### config.mk
export PLATFORM = sky130hd
export DESIGN_NAME = ram_miso_ser_flat
export DESIGN_NICKNAME = d
export VERILOG_FILES = /design/src/rtl/ram_miso_ser_if.sv /design/src/rtl/ram_miso_ser.sv /design/src/flat_wrapper.sv
export SDC_FILE = /design/constraint.sdc
export NUM_CORES = 1
export LEC_CHECK = 0
export CAP_MARGIN = 20
export CORE_MARGIN = 8
export CORE_UTILIZATION = 60
export DETAILED_ROUTE_END_ITERATION = 8
export PLACE_DENSITY = 0.85
export SKIP_LAST_GASP = 1
export SLEW_MARGIN = 15
export SYNTH_ARGS = -nofsm -noshare
export SYNTH_HDL_FRONTEND = slang
export SYNTH_SLANG_ARGS = --single-unit
### constraint.sdc
create_clock -name clk -period 4.4 [get_ports clk]
set_clock_uncertainty 0.05 [all_clocks]
set_input_delay 0.88 -clock clk [delete_from_list [all_inputs] [get_ports clk]]
set_output_delay 0.88 -clock clk [all_outputs]
set_load 0.005 [all_outputs]
### src/rtl/ram_miso_ser_if.sv
// ram_miso_ser_if: word-write / bit-stream bus of the ram_miso_ser buffer.
//
// Handshake (data_o side): a bit transfers on a rising edge where
// data_o_valid && data_o_ready. While data_o_valid=1 and data_o_ready=0 the
// producer holds data_o, data_o_valid and data_o_last stable. data_o_last
// is meaningful only together with data_o_valid.
// Write side: wen/wdone are taken only in cycles where wready=1.
interface ram_miso_ser_if #(
  parameter int DEPTH = 64
);
  localparam int AW = $clog2(DEPTH);

  logic          wen;
  logic [AW-1:0] waddr;
  logic [5:0]    data_i;
  logic          wdone;
  logic [AW:0]   wcount;
  logic [2:0]    nbpsc;
  logic          wready;
  logic          data_o;
  logic          data_o_valid;
  logic          data_o_ready;
  logic          data_o_last;
  logic          busy;
  logic          dbg_state;   // read FSM state: 0 = IDLE, 1 = STREAM

  modport master (
    output wen, waddr, data_i, wdone, wcount, nbpsc, data_o_ready,
    input  wready, data_o, data_o_valid, data_o_last, busy, dbg_state
  );

  modport slave (
    input  wen, waddr, data_i, wdone, wcount, nbpsc, data_o_ready,
    output wready, data_o, data_o_valid, data_o_last, busy, dbg_state
  );
endinterface

### src/rtl/ram_miso_ser.sv
// ram_miso_ser: word-in / bit-out buffer. Words of up to 6 bits are written
// one per cycle into a bank, the bank is committed, then streamed out one
// bit per cycle (bit 0 of word 0 first) under valid/ready.
// Optional feature macro: RAM_MISO_PINGPONG_EN -- two banks so a new bank
// can be written while the previous one streams. Without it a single bank
// is used and the write side is blocked until that bank has drained.
module ram_miso_ser #(
  parameter int DEPTH = 64
) (
  input  logic           clk,
  input  logic           rstn,
  ram_miso_ser_if.slave  bus
);
  localparam int AW = $clog2(DEPTH);
  localparam int CW = AW + 1;
`ifdef RAM_MISO_PINGPONG_EN
  localparam int   NB = 2;
  localparam logic PP = 1'b1;
`else
  localparam int   NB = 1;
  localparam logic PP = 1'b0;
`endif
  localparam int MAW = $clog2(NB * DEPTH);

  typedef enum logic {IDLE = 1'b0, STREAM = 1'b1} state_t;

  logic [5:0]    mem_q [NB*DEPTH];
  logic          wbank_q, wbank_d;
  logic [1:0]    full_q, full_d;
  logic [CW-1:0] cnt_q [2];
  logic [CW-1:0] cnt_d [2];
  logic [2:0]    nb_q [2];
  logic [2:0]    nb_d [2];

  state_t        state_q, state_d;
  logic          rbank_q, rbank_d;
  logic [AW-1:0] wi_q, wi_d;
  logic [2:0]    bi_q, bi_d;
  logic          dout_q, dout_d;
  logic          vld_q, vld_d;
  logic          last_q, last_d;
  logic          drain_clr;

  logic          wr_en, commit;
  logic [2:0]    nb_norm;
  logic [MAW-1:0] w_idx, r_idx;
  logic [AW-1:0] rd_wi, wi_nx;
  logic [2:0]    bi_nx;
  logic [5:0]    rd_word;
  logic [CW-1:0] cur_cnt;
  logic [2:0]    cur_nb;
  logic          nx_last;

  assign wr_en  = bus.wen & bus.wready;
  assign commit = bus.wdone & bus.wready & (bus.wcount != '0);

  // Clamp bits-per-word into 1..6 so the bit counter never runs past a word.
  always_comb begin
    nb_norm = bus.nbpsc;
    if (bus.nbpsc == 3'd0) nb_norm = 3'd1;
    if (bus.nbpsc == 3'd7) nb_norm = 3'd6;
  end

`ifdef RAM_MISO_PINGPONG_EN
  assign w_idx = {wbank_q, bus.waddr};
  assign r_idx = {rbank_q, rd_wi};
`else
  assign w_idx = bus.waddr;
  assign r_idx = rd_wi;
`endif

  // Word storage: no reset, contents survive rstn.
  always_ff @(posedge clk) begin
    if (wr_en) mem_q[w_idx] <= bus.data_i;
  end

  assign cur_cnt = cnt_q[rbank_q];
  assign cur_nb  = nb_q[rbank_q];

  // Next bit position after a handshake; IDLE always reads word 0.
  always_comb begin
    if (bi_q == cur_nb - 3'd1) begin
      bi_nx = 3'd0;
      wi_nx = wi_q + 1'b1;
    end else begin
      bi_nx = bi_q + 3'd1;
      wi_nx = wi_q;
    end
    rd_wi   = (state_q == IDLE) ? '0 : wi_nx;
    nx_last = ({1'b0, wi_nx} == cur_cnt - 1'b1) && (bi_nx == cur_nb - 3'd1);
  end

  assign rd_word = mem_q[r_idx];

  // Read FSM next state and next registered outputs.
  always_comb begin
    state_d   = state_q;
    rbank_d   = rbank_q;
    wi_d      = wi_q;
    bi_d      = bi_q;
    dout_d    = dout_q;
    vld_d     = vld_q;
    last_d    = last_q;
    drain_clr = 1'b0;
    case (state_q)
      IDLE: begin
        if (full_q[rbank_q]) begin
          wi_d    = '0;
          bi_d    = 3'd0;
          dout_d  = rd_word[0];
          vld_d   = 1'b1;
          last_d  = (cur_cnt == CW'(1)) && (cur_nb == 3'd1);
          state_d = STREAM;
        end
      end
      STREAM: begin
        if (bus.data_o_ready) begin
          if (last_q) begin
            drain_clr = 1'b1;
            rbank_d   = rbank_q ^ PP;
            vld_d     = 1'b0;
            last_d    = 1'b0;
            state_d   = IDLE;
          end else begin
            wi_d   = wi_nx;
            bi_d   = bi_nx;
            dout_d = rd_word[bi_nx];
            last_d = nx_last;
          end
        end
      end
      default: state_d = IDLE;
    endcase
  end

  // Read FSM with its registered outputs.
  always_ff @(posedge clk or negedge rstn) begin
    if (!rstn) begin
      state_q <= IDLE;
      rbank_q <= 1'b0;
      wi_q    <= '0;
      bi_q    <= 3'd0;
      dout_q  <= 1'b0;
      vld_q   <= 1'b0;
      last_q  <= 1'b0;
    end else begin
      state_q <= state_d;
      rbank_q <= rbank_d;
      wi_q    <= wi_d;
      bi_q    <= bi_d;
      dout_q  <= dout_d;
      vld_q   <= vld_d;
      last_q  <= last_d;
    end
  end

  // Bank bookkeeping: a drain clear and a commit of the other bank may share an edge.
  always_comb begin
    full_d  = full_q;
    cnt_d   = cnt_q;
    nb_d    = nb_q;
    wbank_d = wbank_q;
    if (drain_clr) full_d[rbank_q] = 1'b0;
    if (commit) begin
      full_d[wbank_q] = 1'b1;
      cnt_d[wbank_q]  = bus.wcount;
      nb_d[wbank_q]   = nb_norm;
      wbank_d         = wbank_q ^ PP;
    end
  end

  // Bank state registers.
  always_ff @(posedge clk or negedge rstn) begin
    if (!rstn) begin
      full_q  <= 2'b00;
      wbank_q <= 1'b0;
      cnt_q   <= '{default: '0};
      nb_q    <= '{default: '0};
    end else begin
      full_q  <= full_d;
      wbank_q <= wbank_d;
      cnt_q   <= cnt_d;
      nb_q    <= nb_d;
    end
  end

  assign bus.wready       = ~full_q[wbank_q];
  assign bus.data_o       = dout_q;
  assign bus.data_o_valid = vld_q;
  assign bus.data_o_last  = last_q;
  assign bus.busy         = (|full_q) | (state_q == STREAM);
  assign bus.dbg_state    = state_q;
endmodule

### src/flat_wrapper.sv
// flat-port wrapper written by rule: the top's interface ports become plain ports
module ram_miso_ser_flat 
#(
  parameter int DEPTH = 64
)
  (clk, rstn, bus_wen, bus_waddr, bus_data_i, bus_wdone, bus_wcount, bus_nbpsc, bus_data_o_ready, bus_wready, bus_data_o, bus_data_o_valid, bus_data_o_last, bus_busy, bus_dbg_state);
  ram_miso_ser_if #(.DEPTH(DEPTH)) bus_i ();
  input  logic clk;
  input  logic rstn;
  input wire logic [$bits(bus_i.wen)-1:0] bus_wen;
  input wire logic [$bits(bus_i.waddr)-1:0] bus_waddr;
  input wire logic [$bits(bus_i.data_i)-1:0] bus_data_i;
  input wire logic [$bits(bus_i.wdone)-1:0] bus_wdone;
  input wire logic [$bits(bus_i.wcount)-1:0] bus_wcount;
  input wire logic [$bits(bus_i.nbpsc)-1:0] bus_nbpsc;
  input wire logic [$bits(bus_i.data_o_ready)-1:0] bus_data_o_ready;
  output wire logic [$bits(bus_i.wready)-1:0] bus_wready;
  output wire logic [$bits(bus_i.data_o)-1:0] bus_data_o;
  output wire logic [$bits(bus_i.data_o_valid)-1:0] bus_data_o_valid;
  output wire logic [$bits(bus_i.data_o_last)-1:0] bus_data_o_last;
  output wire logic [$bits(bus_i.busy)-1:0] bus_busy;
  output wire logic [$bits(bus_i.dbg_state)-1:0] bus_dbg_state;
  assign bus_i.wen = bus_wen;
  assign bus_i.waddr = bus_waddr;
  assign bus_i.data_i = bus_data_i;
  assign bus_i.wdone = bus_wdone;
  assign bus_i.wcount = bus_wcount;
  assign bus_i.nbpsc = bus_nbpsc;
  assign bus_i.data_o_ready = bus_data_o_ready;
  assign bus_wready = bus_i.wready;
  assign bus_data_o = bus_i.data_o;
  assign bus_data_o_valid = bus_i.data_o_valid;
  assign bus_data_o_last = bus_i.data_o_last;
  assign bus_busy = bus_i.busy;
  assign bus_dbg_state = bus_i.dbg_state;
  ram_miso_ser #(.DEPTH(DEPTH)) u_core (.clk(clk), .rstn(rstn), .bus(bus_i));
endmodule
Word level (Yosys, flattened, before mapping)
Memories as Yosys holds them, arrays and structs flattened.
Cells that the tools add are included.

storage, ports and cells
  register bits = 25
  RAM bits = 384
  input bits = 27
  output and inout port bits = 6
  logic and storage cells = 79
  memories kept = 1

memory list
  name          words  width  rd ports  clocked after memory_dff  write ports  RTL line            source
  u_core.mem_q  64     6      1         0                         1            ram_miso_ser.sv:27  logic [5:0] mem_q [NB*DEPTH];

cells by class
  add/subtract/negate cells = 4
  $lt $le $gt $ge = 1
  equal/unequal tests = 10
  mux-type cells = 38
  bitwise logic cells = 6
  reduce and logical (&&, ||, !) cells = 9

operator list
  operator               count
  $mux W6                5
  $mux W1                20
  $mux W3                6
  $pmux W6 S2            1
  $ne A2 B2 Y1 const B   4
  $pmux W1 S2            4
  $eq A6 B7 Y1           1
  $eq A7 B1 Y1 const B   1
  $reduce_bool A7 Y1     1
  $sub A7 B1 Y7 const B  1
  $add A6 B1 Y6 const B  1
  $eq A3 B3 Y1           2
  $pmux W3 S2            1
  $reduce_and A3 Y1      2
  $lt A3 B4 Y1 const B   1
  $add A3 B1 Y3 const B  1
  $and A1 B1 Y1          3
  $bmux W1 S3            1
  $eq A3 B1 Y1 const B   1
  $eq A3 B3 Y1 const B   1
  $logic_not A3 Y1       1
  $sub A3 B1 Y3 const B  1
  $logic_and A1 B1 Y1    2
  $not A1 Y1             2
  4 further kinds        4

Logic depth before layout (Yosys ltp)
Gate-level depths: netlist (run 1).
An unclocked memory read counts as a cell.

  word-level depth = 10
  depth in mapped cells = 16
  depth with buffers taken out = 12

Worst setup path after synthesis (run 1)
Ideal clock, no wire load.

  path type = reg-to-reg
  start = reg u_core.nb_q[3] (netlist name)
  end = reg u_core.dout_q (netlist: u_core.bus.data_o)
  library setup time = 137 ps
  data arrival time = 3527 ps
  required time = 4213 ps
  slack = 686 ps
  stages on the path, launching flop included = 14
  buffers on the path = 1
  clock period less this slack = 3714 ps
  cells stage by stage = dfrtp_1 inv_1 ha_1 xnor2_2 buf_2 nor4_4 xnor2_1 mux4_2 nand2_1 a21oi_1 o31ai_1 o211ai_1 a2111oi_1 a21oi_1

between the ends
  cells in the longest elaborated chain, start to end = 10
  elaborated cells between the ends (all ways) = 12
  those cells by class = add/sub: 1; eq/ne: 1; mux: 9; memory: 1

RTL lines
  what                           RTL line             source
  start: declaration             ram_miso_ser.sv:32   logic [2:0] nb_q [2];
  start signal: assignment       ram_miso_ser.sv:183  nb_q <= nb_d;
  $sub A3 B1 Y3 *                ram_miso_ser.sv:82   if (bi_q == cur_nb - 3'd1) begin
  $eq A3 B3 Y1 *                 ram_miso_ser.sv:82
  $mux W6                        ram_miso_ser.sv:82
  $mux W6                        ram_miso_ser.sv:89   rd_wi = (state_q == IDLE) ? '0 : wi_nx;
  $mem_v2 Z64 W6                 n/a
  $bmux W1 S3                    ram_miso_ser.sv:127  dout_d = rd_word[bi_nx];
  $mux W1 (not written as such)  ram_miso_ser.sv:127
  $mux W1                        ram_miso_ser.sv:118  if (last_q) begin
  $mux W1                        ram_miso_ser.sv:117  if (bus.data_o_ready) begin
  $pmux W1 S2 *                  ram_miso_ser.sv:105  case (state_q)
  end signal: assignment         ram_miso_ser.sv:151  dout_q <= dout_d;
  end: declaration               ram_miso_ser.sv:39   logic dout_q, dout_d;

Mark *: on every way between the ends. The rest lies on a longest branch, timed or not. The select of a mux whose other input is x is not followed.
A chain may end at the register's enable or synchronous reset.

Worst setup path after layout (run 1)
Ends and elaborated chain as after synthesis.

==> results of run 1 <==
[power by group through the flow]
stage	combinational (W)	clock (W)	sequential, W
finish	0.00596	0.00321	0.00448
global route	0.00621	0.00335	0.00449
CTS	0.00572	0.00320	0.00447
detailed placement	0.00565	0	0.00455
global placement	0.00557	0	0.00455
floorplan	0.00364	0	0.00451
[cell usage in the layout, fill, tap and decap left out, drive strengths merged, types with 9 or more instances in the layout]
| cell | Yosys | layout |
|---|---|---|
| clkinv | 0 | 19 |
| o311ai | 25 | 25 |
| nand2 | 148 | 148 |
| dfrtp | 24 | 24 |
| a21oi | 40 | 40 |
| a2111oi | 12 | 12 |
| inv | 17 | 18 |
| clkdlybuf4s50 | 0 | 25 |
| or3 | 41 | 41 |
| nor3 | 22 | 22 |
| xnor2 | 18 | 18 |
| nor4 | 18 | 18 |
| nand3 | 49 | 49 |
| mux2 | 14 | 14 |
| o211ai | 20 | 20 |
| o31ai | 14 | 14 |
| a211oi | 13 | 13 |
| o21ai | 50 | 50 |
| buf | 49 | 85 |
| clkbuf | 43 | 51 |
| edfxtp | 384 | 384 |
| a221oi | 19 | 19 |
| nor2 | 99 | 99 |
| mux2i | 44 | 44 |
| mux4 | 9 | 9 |
| a31oi | 14 | 14 |
[repair_timing]
| action | CTS | global route |
|---|---|---|
| hold buffers | 0 | 0 |
| endpoints found under the setup margin | 0 | 1 |
| gates resized for setup | 0 | 1 |
| setup buffers | 0 | 3 |
[flip-flops by register name, indices dropped and copies added, names as in the netlist]
register	count
u_core.mem_q	384
u_core.bus.dbg_state	1
u_core.cnt_q	7
u_core.full_q	1
u_core.bus.data_o	1
u_core.nb_q	3
u_core.bi_q	3
u_core.bus.data_o_valid	1
u_core.bus.data_o_last	1
u_core.wi_q	6
[routing by layer]
layer  up-vias  global-route usage  part of all wire
met1      6150               0.380              0.35
met5         -                   0           0.00025
met3       209              0.0694              0.14
met4         2               0.113             0.047
met2      1157               0.445              0.46
li1       5292                   -                 -
[logic make-up (layout without fill, tap and decap cells)]
| kind of cell | Yosys count | count (layout) |
|---|---|---|
| buffers and inverters | 109 | 200 |
| muxes | 67 | 67 |
| xor gates and xnor gates | 28 | 28 |
| adders and majority gates | 7 | 7 |
| AOI/OAI and AO/OA | 284 | 284 |
| DFF | 408 | 408 |
| and+or+nand+nor | 422 | 422 |
[final cells by class]
type / count / area (µm²) / share of cell area
Clock buffer: 51 / 1110 / 0.0544
Clock inverter: 22 / 110 / 0.00542
Inverter: 17 / 63.8 / 0.00314
Multi-Input combinational cell: 808 / 5400 / 0.266
Sequential cell: 408 / 12100 / 0.597
Tap cell: 390 / 488 / 0.0240
Timing Repair Buffer: 110 / 1020 / 0.0501
[worst max-delay path by stage]
| stage | endpoint | slack (ns) | cells past startpoint |
|---|---|---|---|
| after CTS | u_core.bus.data_o$_DFFE_PN0P_ | 0.17 | 12 |
| after detailed placement | u_core.bus.data_o$_DFFE_PN0P_ | 0.18 | 12 |
| after floorplan | u_core.bus.data_o$_DFFE_PN0P_ | 0.69 | 13 |
| final | u_core.bus.data_o$_DFFE_PN0P_ | 0.11 | 13 |
| after global routing | u_core.bus.data_o$_DFFE_PN0P_ | -0.01 | 13 |
| after global placement | u_core.bus.data_o$_DFFE_PN0P_ | 0.27 | 13 |
[stage by stage]
stage,util,TNS [ns],std cells,power [W],area (µm²)
2_1_floorplan,-,0,1325,0.00815,18000
3_3_place_gp,0.643,0,1728,0.0101,19000
3_5_place_dp,0.644,0,1729,0.0102,19000
4_1_cts,0.685,0,1802,0.0134,20200
5_1_grt,0.687,-0.0101,1806,0.0140,20300
6_report,0.687,0,1806,0.0136,20300
==> impl_metrics.yaml, run 1 <==
global_route:
  overflow: 0
  grt_usage: 0.284
  grt_pass1_wl_um: 77400
  antenna_found_initial: 1
  grt_pass1_vias: 12300
  grt_max_degree: 65
synth:
  synth_edf_count: 384
  synthArstFlopShare: 0.0588
  yosysTopAreaCell: "edfxtp_1"
  synth_top_family_by_area: "compound AO/OA/AOI/OAI gates"
  synth_fp_nets: 1358
  synth_cells: 1325
  ys_seq_elements: 408
  synth_cell_types: 84
  synthAdderAreaFrac: 0.00473
  yosysSeqAreaShare: 0.675
  yosys_warnings: 0
  synth_most_common_cell: "edfxtp_1"
  synth_common_cells: "edfxtp_1 (384), nand2_1 (148), nor2_1 (99), nand3_1 (49), o21ai_0 (48)"
  synth_simple_gate_area_share: 0.112
  netlist_area_um2: 18000
  synth_flop_cell: "edfxtp_1"
  synthXorXnorAreaFrac: 0.0175
  synthMuxAreaShare: 0.0448
  syn_area_per_cell_um2: 13.6
  synth_compound_area_frac: 0.117
  synthTopCellsByArea: "edfxtp_1 (64%), dfrtp_1 (3.3%), nand2_1 (3.1%), mux2i_1 (2.5%), nor2_1 (2.1%)"
  yosys.area.top_type_share: 0.641
sta:
  whs_ns: 0.274
  layout_setup_ws_ns: 0.109
  max_slew_margin: 0.360
  setup_viol: 0
  worstMarginPinSlew_ns: 0.956
  clock.fmax_ghz: 0.233
  layout_min_cycle_time_ns: 4.29
  final-hold-violation-count: 0
  finalCritPeriodShare: 0.975
  report.final.slew_viol_count: 0
setup_path:
  worstSetupStartpointType: "register"
  required_ns: 4.76
  cpPeakStageDelay_ns: 0.61
  critical_path_buf_inv_count: 3
  cp_top_family: "compound AO/OA/AOI/OAI gates"
  r2r_start: "u_core.nb_q[3]$_DFFE_PN0P_"
  critPathCaptureType: "register"
  crit_type: "register to register"
  path_cells: "inv_1 > ha_1 > xor2_2 > a31oi_1 > o21ai_4 > buf_12 > and3_1 > a2111oi_0 > buf_4 > o31ai_1 > o211ai_1 > a2111oi_1 > a21oi_1"
  slowest_stage: "o21ai_4"
  crit_arrival_ns: 4.65
  reg2reg_depth: 13
  r2r_slack_ns: 0.11
  startpoint: "u_core.nb_q[3]$_DFFE_PN0P_"
  regToRegEndpoint: "u_core.bus.data_o$_DFFE_PN0P_"
  crit_path_max_fanout: 31
route:
  wl_per_cell_um: 28.8
  detail-route-antenna-nets: 0
  drt_iter0_drc: 2314
  drcViolationCount: 0
  drt-total-wl_um: 52000
  via_count: 12800
  via_per_inst: 7.09
  firstDrtPassIters: 6
clocking:
  numCtsBuffers: 41
  cts_tree: "yes"
  cts_sinks: 408
  htree_levels: 2
  worstSkewPairLatency_ns: 0.53
  cts-root-buf: "clkbuf_16"
  clk_pin_slew_ns: 0.06
  clk_path_buf_depth: 3
cells_and_area:
  diodes: 0
  area_delta_synth_final_pct: 13.0
  fillers: 1923
  nNetsFinal: 1419
  drive_gt1_frac: 0.138
status:
  status: "completed"
pwr:
  p_int_w: 0.00827
  power_switching_w: 0.00538
  p_comb_frac: 0.437
  powerDensity_nw_per_um2: 672
  power.share.sequential: 0.328
  power_frac_clock: 0.235
  p_sw_frac: 0.394
  peakVddDrop_v: 0.000442
  p_leak_nw: 6.82
die:
  die_h_um: 189
  die_x_um: 189
  row_count: 63
  dieArea_um2: 35800
  ioPinCount: 33
  initial_core_util: 0.608
  core-area_um2: 29600
place:
  dp_hpwl_um: 33800
  gp_congestion: 0.966
  io_buffer_count: 32
  place_worst_setup_slack_ns: 0.181
run:
  max_cap_violations: 0
min_path:
  hp-class: "primary input to async pin"
(Power assumes the default switching activity.)
==> inputs of run 2 (changes only) <==
- CORE_UTILIZATION: 60 -> 40
- PLACE_DENSITY: 0.85 -> 0.63
==> run 2 against run 1 <==
Register-to-register slack improved by 0.06 ns. Non-clock buffer count rose by 3. Via count is 3.3% lower. Count of clock-buffer cells in the layout up 6. Design area increased by 2.2%. Sequential share of layout area is 1.3 points lower. Sequential cell count unchanged. First-iteration DRC count down 33%. Cell count up 12%. Sequential power is essentially flat. Utilization decreased by 22 points. Die area increased by 45%. Largest power group unchanged.
==> impl_metrics.yaml, run 2 (synthesis gave the netlist of run 1 again) <==
status:
  status: "completed"
setup_path:
  crit_type: "register to register"
  reg2reg_depth: 14
  slowest_stage: "a2111oi_0"
  r2r_start: "u_core.nb_q[3]$_DFFE_PN0P_"
  crit_path_max_fanout: 59
  path_cells: "inv_1 > ha_1 > xor3_2 > nor4_4 > buf_4 > o21ai_4 > buf_12 > mux2i_1 > o21ai_0 > a2111oi_0 > or3_1 > o211ai_1 > a2111oi_1 > a21oi_1"
  critPathCaptureType: "register"
  required_ns: 4.79
  regToRegEndpoint: "u_core.bus.data_o$_DFFE_PN0P_"
  crit_arrival_ns: 4.62
  critical_path_buf_inv_count: 3
  cpPeakStageDelay_ns: 0.65
  r2r_slack_ns: 0.17
  cp_top_family: "compound AO/OA/AOI/OAI gates"
  worstSetupStartpointType: "register"
global_route:
  grt_pass1_vias: 12000
  grt_usage: 0.201
  antenna_found_initial: 0
  grt_max_degree: 69
  overflow: 0
  grt_pass1_wl_um: 80000
sta:
  max_slew_margin: 0.311
  layout_min_cycle_time_ns: 4.23
  clock.fmax_ghz: 0.236
  whs_ns: 0.504
  layout_setup_ws_ns: 0.170
  final-hold-violation-count: 0
  finalCritPeriodShare: 0.961
  worstMarginPinSlew_ns: 1.03
  setup_viol: 0
  grt_setup_unrepaired: "false"
  report.final.slew_viol_count: 0
  fin_tns_setup_ns: 0
min_path:
  hold_depth: 2
  min_from: "u_core.bus.data_o_valid$_DFFE_PN0P_"
  hold_end: "u_core.bus.data_o_valid$_DFFE_PN0P_"
  hp-class: "register to register"
clocking:
  cts_sinks: 408
  clk_path_buf_depth: 3
  htree_levels: 2
  clk_pin_slew_ns: 0.06
  cts_hold_buf: 0
  worstSkewPairLatency_ns: 0.57
  cts-root-buf: "clkbuf_16"
  cts_tree: "yes"
  numCtsBuffers: 43
cells_and_area:
  drive_gt1_frac: 0.142
  regMostFlops: "u_core.mem_q"
  layout_commonest_cell: "edfxtp_1"
  fin_util: 0.469
  nNetsFinal: 1424
  largestRegisters: "u_core.mem_q x384, u_core.cnt_q x7, u_core.wi_q x6"
  diodes: 0
  largest_register_ffs: 384
  final_cell_mix: "edfxtp_1 (384), nand2_1 (147), nor2_1 (98), buf_4 (71), nand3_1 (49)"
  area_delta_synth_final_pct: 15.5
route:
  via_per_inst: 6.14
  detail-route-antenna-nets: 0
  drcViolationCount: 0
  wl_per_cell_um: 26.7
  drt_iter0_drc: 1544
  via_count: 12400
  drt-total-wl_um: 53900
  firstDrtPassIters: 5
run:
  max_cap_violations: 0
place:
  io_buffer_count: 32
  gp_congestion: 0.956
  place_worst_setup_slack_ns: -0.0714
  dp_hpwl_um: 35100
die:
  die_x_um: 228
  initial_core_util: 0.406
  die_h_um: 228
  row_count: 77
  dieArea_um2: 52000
  core-area_um2: 44300
  ioPinCount: 33
pwr:
  peakVddDrop_v: 0.000555
  powerDensity_nw_per_um2: 673
  p_total_w: 0.0140
  p_leak_nw: 6.90
==> run 2: changes by cell type in the layout (fill, tap and decap cells not counted), sizes merged <==
cell | before | now
clkbuf | 51 | 57
bufinv | 0 | 3
buf | 85 | 87
clkinv | 19 | 17
clkdlybuf4s50 | 25 | 26
==> run 2: final cells by class <==
| type | instances | area, µm² |
|---|---|---|
| Clock inverter | 23 | 201 |
| Multi-Input combinational cell | 808 | 5430 |
| Sequential cell | 408 | 12100 |
| Clock buffer | 57 | 1170 |
| Timing Repair Buffer | 113 | 1020 |
| Inverter | 17 | 63.8 |
| Fill cell | 3927 | 23600 |
| Tap cell | 592 | 741 |
==> run 2: power by group <==
group / total [W] / internal (W) / switching [W] / leakage, nW
registers: 0.00450 / 0.00435 / 0.000151 / 3.75
clock network: 0.00357 / 0.00206 / 0.00151 / 0.665
logic: 0.00592 / 0.00215 / 0.00377 / 2.49
total: 0.0140 / 0.00855 / 0.00543 / 6.90
==> run 2: how the worst max path moves through the flow <==
stage                                    start                             to  cells past startpoint
floorplan           u_core.nb_q[3]$_DFFE_PN0P_  u_core.bus.data_o$_DFFE_PN0P_                     13
global placement    u_core.nb_q[3]$_DFFE_PN0P_  u_core.bus.data_o$_DFFE_PN0P_                     12
detailed placement  u_core.nb_q[3]$_DFFE_PN0P_  u_core.bus.data_o$_DFFE_PN0P_                     12
CTS                 u_core.nb_q[3]$_DFFE_PN0P_  u_core.bus.data_o$_DFFE_PN0P_                     14
global route        u_core.nb_q[3]$_DFFE_PN0P_  u_core.bus.data_o$_DFFE_PN0P_                     14
finish              u_core.nb_q[3]$_DFFE_PN0P_  u_core.bus.data_o$_DFFE_PN0P_                     14
==> run 2: repair_timing <==
action	4_1_cts	5_1_grt
buffers inserted	0	1
endpoints found under the setup margin	1	1
pin swaps	0	1
gates resized for setup	1	2
==> run 2: per-layer routing <==
metal  vias to the layer above  global-route usage  share of wire
li1                       5315                   -              -
met1                      6240               0.282           0.42
met2                       719               0.310           0.45
met3                       114              0.0387          0.097
met4                         0              0.0722          0.033
met5                         -                   0              0
==> run 2: stage by stage <==
stage                     instances  instance area (µm²)
after global placement         1936                19300
after floorplan                1325                18000
final                          2018                20800
after CTS                      2016                20700
after global routing           2018                20800
after detailed placement       1936                19300
==> run 2: worst min-delay path, cell delays in order, from the launching register on <==
cell and delay [ns]:
dfrtp_1 0.39, nand2_1 0.06, a21oi_1 0.06
